File: src/rtl/mem_access_ctrl_pkg.sv
// -----------------------------------------------------------------------------
// mem_access_ctrl_pkg
// Shared definitions for the fetch/data memory access controller:
//   - FSM state encoding (IDLE..DONE)
//   - RAM size codes carried on MS_2_0[1:0] and the fixed fetch size/sign code
//   - requester identifiers used by the arbiter and the controller
// -----------------------------------------------------------------------------
package mem_access_ctrl_pkg;

  typedef enum logic [2:0] {
    IDLE     = 3'd0,
    ISSUE    = 3'd1,
    WAIT_MOC = 3'd2,
    RELEASE  = 3'd3,
    DONE     = 3'd4
  } state_e;

  // Size field (MS_2_0[1:0]); bit 2 of the full code selects sign extension.
  localparam logic [1:0] MS_BYTE    = 2'b00;
  localparam logic [1:0] MS_HALF    = 2'b01;
  localparam logic [1:0] MS_WORD    = 2'b10;
  localparam logic [1:0] MS_ILLEGAL = 2'b11;

  // Instruction fetch is always an unsigned word read.
  localparam logic [2:0] FETCH_MS = {1'b0, MS_WORD};

  typedef enum logic {
    REQ_F = 1'b0,
    REQ_D = 1'b1
  } req_id_e;

  function automatic logic ms_is_legal(input logic [2:0] ms);
    return ms[1:0] != MS_ILLEGAL;
  endfunction

endpackage

File: src/rtl/mem_access_ctrl_rr_arbiter2.sv
// -----------------------------------------------------------------------------
// mem_access_ctrl_rr_arbiter2
// Two-input round-robin arbiter. The grant is combinational from the current
// requests and the last_grant register; last_grant only moves when the owner
// of the granted transaction reports completion through upd_en_i/upd_id_i.
//
// Ports:
//   clk_i        clock
//   reset_i      synchronous active-high reset (last_grant -> D, so F wins
//                the first tie)
//   req_f_i      fetch request
//   req_d_i      data request
//   upd_en_i     one-cycle strobe: a transaction finished
//   upd_id_i     requester whose transaction finished
//   gnt_valid_o  at least one request present
//   gnt_id_o     selected requester (meaningful when gnt_valid_o = 1)
// -----------------------------------------------------------------------------
module mem_access_ctrl_rr_arbiter2
  import mem_access_ctrl_pkg::*;
(
  input  logic    clk_i,
  input  logic    reset_i,
  input  logic    req_f_i,
  input  logic    req_d_i,
  input  logic    upd_en_i,
  input  req_id_e upd_id_i,
  output logic    gnt_valid_o,
  output req_id_e gnt_id_o
);

  req_id_e last_q, last_d;

  // NOTE: every signal written here gets a default first, so no path through
  // the block leaves a value unassigned and no latch is inferred.
  always_comb begin
    gnt_valid_o = req_f_i | req_d_i;
    gnt_id_o    = REQ_F;
    last_d      = last_q;
    if (req_f_i && req_d_i) begin
      // Tie: hand the slot to whoever did not go last.
      gnt_id_o = (last_q == REQ_D) ? REQ_F : REQ_D;
    end else if (req_d_i) begin
      gnt_id_o = REQ_D;
    end
    if (upd_en_i) begin
      last_d = upd_id_i;
    end
  end

  // NOTE: state registers use non-blocking assignments so every flop samples
  // the pre-edge values, independent of statement order.
  always_ff @(posedge clk_i) begin
    if (reset_i) begin
      last_q <= REQ_D;
    end else begin
      last_q <= last_d;
    end
  end

endmodule

File: src/rtl/mem_access_ctrl.sv
// -----------------------------------------------------------------------------
// mem_access_ctrl
// Shares one byte-addressed RAM (MOV/MOC handshake) between instruction fetch
// (F) and load/store data (D). A round-robin arbiter picks a requester in
// IDLE; the controller then latches that request and runs
// ISSUE -> WAIT_MOC -> RELEASE -> DONE, returning a one-cycle Ack.
// Illegal data sizes skip the RAM and complete immediately with D_Err.
// WAIT_MOC is bounded by TIMEOUT_CYCLES; an expired wait completes with D_Err.
//
// Ports (CPU side):
//   Clk, Reset          clock, synchronous active-high reset
//   F_Req/F_Addr        fetch request (level) and word address
//   F_Ack/F_Data        fetch done pulse / fetched word (held)
//   D_Req/D_RW/D_MS     data request, 1=read, size/sign code
//   D_Addr/D_WData      data address / write data
//   D_Ack/D_RData/D_Err data done pulse / read data (held) / error with Ack
// Ports (RAM side, all registered):
//   MOV, ReadWrite, MS_2_0, Address, DataIn, MOCoff   outputs
//   MOC, DataOut                                       inputs
// -----------------------------------------------------------------------------
module mem_access_ctrl
  import mem_access_ctrl_pkg::*;
#(
  parameter int TIMEOUT_CYCLES = 15,
  parameter int CNT_W          = 4
) (
  input  logic        Clk,
  input  logic        Reset,
  input  logic        F_Req,
  input  logic [31:0] F_Addr,
  output logic        F_Ack,
  output logic [31:0] F_Data,
  input  logic        D_Req,
  input  logic        D_RW,
  input  logic [2:0]  D_MS,
  input  logic [31:0] D_Addr,
  input  logic [31:0] D_WData,
  output logic        D_Ack,
  output logic [31:0] D_RData,
  output logic        D_Err,
  output logic        MOV,
  output logic        ReadWrite,
  output logic [2:0]  MS_2_0,
  output logic [31:0] Address,
  output logic [31:0] DataIn,
  output logic        MOCoff,
  input  logic        MOC,
  input  logic [31:0] DataOut
);

  // Value of the counter during the last permitted WAIT_MOC cycle.
  localparam logic [CNT_W-1:0] CNT_LAST = CNT_W'(TIMEOUT_CYCLES - 1);

  state_e            state_q, state_d;
  req_id_e           grant_q, grant_d;
  logic              err_q, err_d;
  logic [CNT_W-1:0]  cnt_q, cnt_d;

  logic              mov_q, mov_d;
  logic              mocoff_q, mocoff_d;
  logic              rw_q, rw_d;
  logic [2:0]        ms_q, ms_d;
  logic [31:0]       addr_q, addr_d;
  logic [31:0]       wdata_q, wdata_d;

  logic [31:0]       f_data_q, f_data_d;
  logic [31:0]       d_rdata_q, d_rdata_d;
  logic              f_ack_q, f_ack_d;
  logic              d_ack_q, d_ack_d;
  logic              d_err_q, d_err_d;

  logic              arb_valid;
  req_id_e           arb_id;
  logic              arb_upd;

  mem_access_ctrl_rr_arbiter2 u_arb (
    .clk_i       (Clk),
    .reset_i     (Reset),
    .req_f_i     (F_Req),
    .req_d_i     (D_Req),
    .upd_en_i    (arb_upd),
    .upd_id_i    (grant_q),
    .gnt_valid_o (arb_valid),
    .gnt_id_o    (arb_id)
  );

  // Next-state and next-output logic. Outputs are computed one state ahead so
  // that every RAM/CPU output comes straight from a flop.
  always_comb begin
    state_d   = state_q;
    grant_d   = grant_q;
    err_d     = err_q;
    cnt_d     = cnt_q;
    mov_d     = mov_q;
    mocoff_d  = mocoff_q;
    rw_d      = rw_q;
    ms_d      = ms_q;
    addr_d    = addr_q;
    wdata_d   = wdata_q;
    f_data_d  = f_data_q;
    d_rdata_d = d_rdata_q;
    f_ack_d   = 1'b0;
    d_ack_d   = 1'b0;
    d_err_d   = 1'b0;
    arb_upd   = 1'b0;

    unique case (state_q)
      IDLE: begin
        if (arb_valid) begin
          grant_d = arb_id;
          err_d   = 1'b0;
          if (arb_id == REQ_F) begin
            rw_d     = 1'b1;
            ms_d     = FETCH_MS;
            addr_d   = F_Addr;
            wdata_d  = '0;
            mov_d    = 1'b1;
            mocoff_d = 1'b1;
            state_d  = ISSUE;
          end else if (!ms_is_legal(D_MS)) begin
            // Illegal size: answer at once, RAM-side registers untouched.
            err_d   = 1'b1;
            d_ack_d = 1'b1;
            d_err_d = 1'b1;
            state_d = DONE;
          end else begin
            rw_d     = D_RW;
            ms_d     = D_MS;
            addr_d   = D_Addr;
            wdata_d  = D_WData;
            mov_d    = 1'b1;
            mocoff_d = 1'b1;
            state_d  = ISSUE;
          end
        end
      end

      ISSUE: begin
        // MOCoff was high for this cycle only, clearing any stale MOC.
        mocoff_d = 1'b0;
        cnt_d    = '0;
        state_d  = WAIT_MOC;
      end

      WAIT_MOC: begin
        if (MOC) begin
          // MOC wins even on the final counted cycle.
          if (rw_q) begin
            if (grant_q == REQ_F) f_data_d  = DataOut;
            else                  d_rdata_d = DataOut;
          end
          mov_d    = 1'b0;
          mocoff_d = 1'b1;
          state_d  = RELEASE;
        end else if (cnt_q == CNT_LAST) begin
          err_d    = 1'b1;
          mov_d    = 1'b0;
          mocoff_d = 1'b1;
          state_d  = RELEASE;
        end else begin
          cnt_d = cnt_q + CNT_W'(1);
        end
      end

      RELEASE: begin
        mocoff_d = 1'b0;
        f_ack_d  = (grant_q == REQ_F);
        d_ack_d  = (grant_q == REQ_D);
        d_err_d  = (grant_q == REQ_D) && err_q;
        state_d  = DONE;
      end

      DONE: begin
        arb_upd = 1'b1;
        state_d = IDLE;
      end

      default: state_d = IDLE;
    endcase
  end

  always_ff @(posedge Clk) begin
    if (Reset) begin
      state_q   <= IDLE;
      grant_q   <= REQ_F;
      err_q     <= 1'b0;
      cnt_q     <= '0;
      mov_q     <= 1'b0;
      mocoff_q  <= 1'b0;
      rw_q      <= 1'b0;
      ms_q      <= '0;
      addr_q    <= '0;
      wdata_q   <= '0;
      f_data_q  <= '0;
      d_rdata_q <= '0;
      f_ack_q   <= 1'b0;
      d_ack_q   <= 1'b0;
      d_err_q   <= 1'b0;
    end else begin
      state_q   <= state_d;
      grant_q   <= grant_d;
      err_q     <= err_d;
      cnt_q     <= cnt_d;
      mov_q     <= mov_d;
      mocoff_q  <= mocoff_d;
      rw_q      <= rw_d;
      ms_q      <= ms_d;
      addr_q    <= addr_d;
      wdata_q   <= wdata_d;
      f_data_q  <= f_data_d;
      d_rdata_q <= d_rdata_d;
      f_ack_q   <= f_ack_d;
      d_ack_q   <= d_ack_d;
      d_err_q   <= d_err_d;
    end
  end

  assign MOV       = mov_q;
  assign MOCoff    = mocoff_q;
  assign ReadWrite = rw_q;
  assign MS_2_0    = ms_q;
  assign Address   = addr_q;
  assign DataIn    = wdata_q;
  assign F_Data    = f_data_q;
  assign D_RData   = d_rdata_q;
  assign F_Ack     = f_ack_q;
  assign D_Ack     = d_ack_q;
  assign D_Err     = d_err_q;

endmodule

File: config.mk
export PLATFORM = sky130hd
export DESIGN_NAME = mem_access_ctrl
export DESIGN_NICKNAME = d
export VERILOG_FILES = /design/src/rtl/mem_access_ctrl_pkg.sv /design/src/rtl/mem_access_ctrl_rr_arbiter2.sv /design/src/rtl/mem_access_ctrl.sv
export SDC_FILE = /design/constraint.sdc
export NUM_CORES = 1
export LEC_CHECK = 0
export BUFFER_PORTS_ARGS = -buffer_cell sky130_fd_sc_hd__buf_2
export CAP_MARGIN = 30
export CORE_MARGIN = 4
export CORE_UTILIZATION = 42
export CTS_CLUSTER_SIZE = 12
export DETAILED_ROUTE_END_ITERATION = 16
export PLACE_DENSITY_LB_ADDON = 0.12
export SYNTH_ARGS = -nofsm -noshare
export SYNTH_HDL_FRONTEND = slang
export SYNTH_SLANG_ARGS = --single-unit
File: constraint.sdc
create_clock -name Clk -period 1.65 [get_ports Clk]
set_input_delay 0.4125 -clock Clk [delete_from_list [all_inputs] [get_ports Clk]]
set_output_delay 0.4125 -clock Clk [all_outputs]
set_load 0.02 [all_outputs]
==> impl_metrics.toml <==
[outcome]
outcome = "finished, violations left"
failed_checks = "setup timing"

[floorplan]
die_x_um = 125.7
placement_rows = 42
design.die.area_um2 = 15810
floorplan.core_area_um2 = 13400
initial_core_util = 0.4345
floorplan.io_pins = 274
die_h_um = 125.7

[global_routing]
track_usage = 0.2106
first_pass_grt_wire_length_um = 27640
grt_max_degree = 50
remaining_overflow_grt = 0
grt_antenna_before_repair = 1
grt_pass1_vias = 5760

[route]
via_count = 5812
final_antenna_net_count = 0
detail_route.vias_per_cell = 5.076
detail_route.first_pass.iterations = 5
detailedRoute.firstIterationViolations = 286
route.detailed.drc = 0
drt_wl_total_um = 17820
post_drt_wl_per_cell_um = 15.57

[critical_path]
worst_r2r_path_depth = 7
cp-startpoint = "state_q[2]$_SDFFE_PP0P_"
setup.worst_path.end = "Address[9]$_SDFFE_PP0P_"
crit_arrival_ps = 2040
timing.critical_path.required_ps = 1980
timing.critical_path.from_type = "register"
worst-setup-path-type = "register to register"
critPathMaxFanout = 10
timing.rr.start = "state_q[2]$_SDFFE_PP0P_"
rr_endpoint = "Address[9]$_SDFFE_PP0P_"
worstSetupEndpointType = "register"
reg2reg_setup_slack_ps = -60

[sta]
final-setup-viol-count = 50
setup_ws_ps = -62.36
finalClockSkew_ps = 7.334
timing.slew.headroom = 0.7094
period_share = 1.038
timing.fmax_ghz = 0.5840
totalNegativeSetupSlack_ps = -1217
drv_slew = 0
rsz_0062_raised_after_global_routing = "true"
final_hold_viol_count = 0
timing.hold.ws_ps = 245.7
max_slew.worst_pin.slew_ps = 425.0
finalWorstPathRequiredPeriod_ps = 1712

[placed_design]
place_ws_ps = -115.5
post_dp_cell_area_um2 = 7601
detailed_place_hpwl_um = 12440
place.detailed.instances = 1101
gp_congestion = 0.8264
number_of_buffers_inserted_by_port_buffering = 273

[synthesis]
synthesis.yosys.warnings = 0
synth_async_sr_flop_share = 0
mappedNetlistNets = 807
syn_area_um2 = 5822
synth.distinct_cells = 43
yosysTopAreaCellShare = 0.5055
yosys_most_used_dff = "dfxtp_1"
postSynthAreaPerCell_um2 = 8.715
dominant_cell_by_count_in_the_synthesized_netlist = "nand2_1"
synth.yosys.seq_area_share = 0.5055
synthCells = 668
synth.cells.most_frequent = "166 x nand2_1, 147 x dfxtp_1, 103 x a21oi_1"
netlist_top_cells_area = "dfxtp_1 51%, nand2_1 11%, a21oi_1 8.9%, a211oi_2 6.9%, mux2i_1 5.5%"
synth-seq-cells = 147
yosys.area.top_type = "dfxtp_1"
number_of_enable_flip_flop_cells_after_synthesis = 0

[clock_network]
tritoncts.num_buffers = 17
cts-root-to-sink-buffers = 2
root_buf_cell = "clkbuf_16"
clock_sinks = 147
clk_transition_reported_paths_ps = 60
clk-insertion-delay-late_ps = 410
clock_tree_from_tritoncts = "built"
clock_tree.htree_level_count = 4

[final_layout]
area_growth_syn_to_layout_pct = 47.00
antenna_cells = 0
fin_nets = 1095
utilization = 0.6387
fraction_of_layout_instances_using_a_drive_strength_above_1 = 0.4365
finalNonFillerCells = 1145
postLayoutCellArea_um2 = 8558

[pwr]
leakage_nw = 3.727
power.ir.vdd_worst_mv = 0.5920
pwr_density_cell_nw_per_um2 = 1166
fin_total_pwr_mw = 9.975

[worst_hold_path]
min-delay-path-class = "input pin to register"
timing.hold.worst_path_depth = 3

[run]
drv.max_cap_violation_count = 0
## critical path, stage by stage, from the launching register on
cell,delay [ps]
dfxtp_2,320
or3_4,400
a311oi_4,280
buf_6,160
buf_12,110
buf_12,120
nor2_1,50
a211oi_2,190
## layer usage
layer	share of wire	GRT usage	routed length, µm	vias to the layer above
li1	-	-	-	2854
met1	0.40	0.2521	7066	2685
met2	0.49	0.3474	8802	231
met3	0.083	0.06901	1484	40
met4	0.025	0.09148	451	2
met5	0.0011	0	19	-
## state kept, by name (all words and copies together), names as in the netlist, 3 cells and up
| name | cells |
|---|---|
| MS_2_0 | 3 |
| state_q | 3 |
| Address | 32 |
| D_RData | 32 |
| cnt_q | 4 |
| DataIn | 32 |
| F_Data | 32 |
## layout make-up
type / count / area, µm²
inverters: 2 / 7.507
clock buffers: 24 / 491.7
flip-flops and latches: 147 / 2945
fillers: 1114 / 4842
multi-input cells: 463 / 2755
clock inverters: 8 / 76.32
repair buffers: 325 / 2062
well taps: 176 / 220.2
## worst min path at each step
stage	start	endpoint	slack (ps)
4_1_cts	DataOut[29]	F_Data[29]$_SDFFE_PP0P_	230
5_1_grt	D_WData[20]	DataIn[20]$_SDFFE_PP0P_	230
3_3_place_gp	DataIn[14]$_SDFFE_PP0P_	DataIn[14]$_SDFFE_PP0P_	440
6_report	D_WData[20]	DataIn[20]$_SDFFE_PP0P_	250
2_1_floorplan	err_q$_SDFFE_PP0P_	err_q$_SDFFE_PP0P_	480
3_5_place_dp	DataIn[25]$_SDFFE_PP0P_	DataIn[25]$_SDFFE_PP0P_	440
## cell usage in the layout, fill, tap and decap left out, types with 8 or more instances in the layout
master,instances
a21oi_1,97
buf_2,272
nor2_1,31
nand2_1,166
nand3_1,31
buf_6,8
buf_4,26
dfxtp_1,145
nor2_2,9
mux2i_1,32
buf_12,13
clkbuf_16,21
a211oi_2,32
## logic make-up after synthesis
group | Yosys count | synth area share
DFF | 147 | 0.5055
xor gates and xnor gates | 3 | 0.004514
buffers and inverters | 58 | 0.05201
AOI/OAI and AO/OA | 155 | 0.1833
and+or+nand+nor | 271 | 0.1954
adders and majority gates | 2 | 0.004298
muxes | 32 | 0.05502
## timing repair
action | 4_1_cts | 5_1_grt
hold buffers | 0 | 0
buffers inserted | 4 | 2
setup endpoints to repair | 71 | 103
cloned | 3 | 4
gates resized for setup | 15 | 34
pin swaps | 11 | 6
## power breakdown
part	switching, mW	internal, mW
logic	1.32	1.05
clock network	1.42	2.23
registers	0.159	3.80
total	2.89	7.08
No activity file was read; power rests on OpenSTA's default activity.
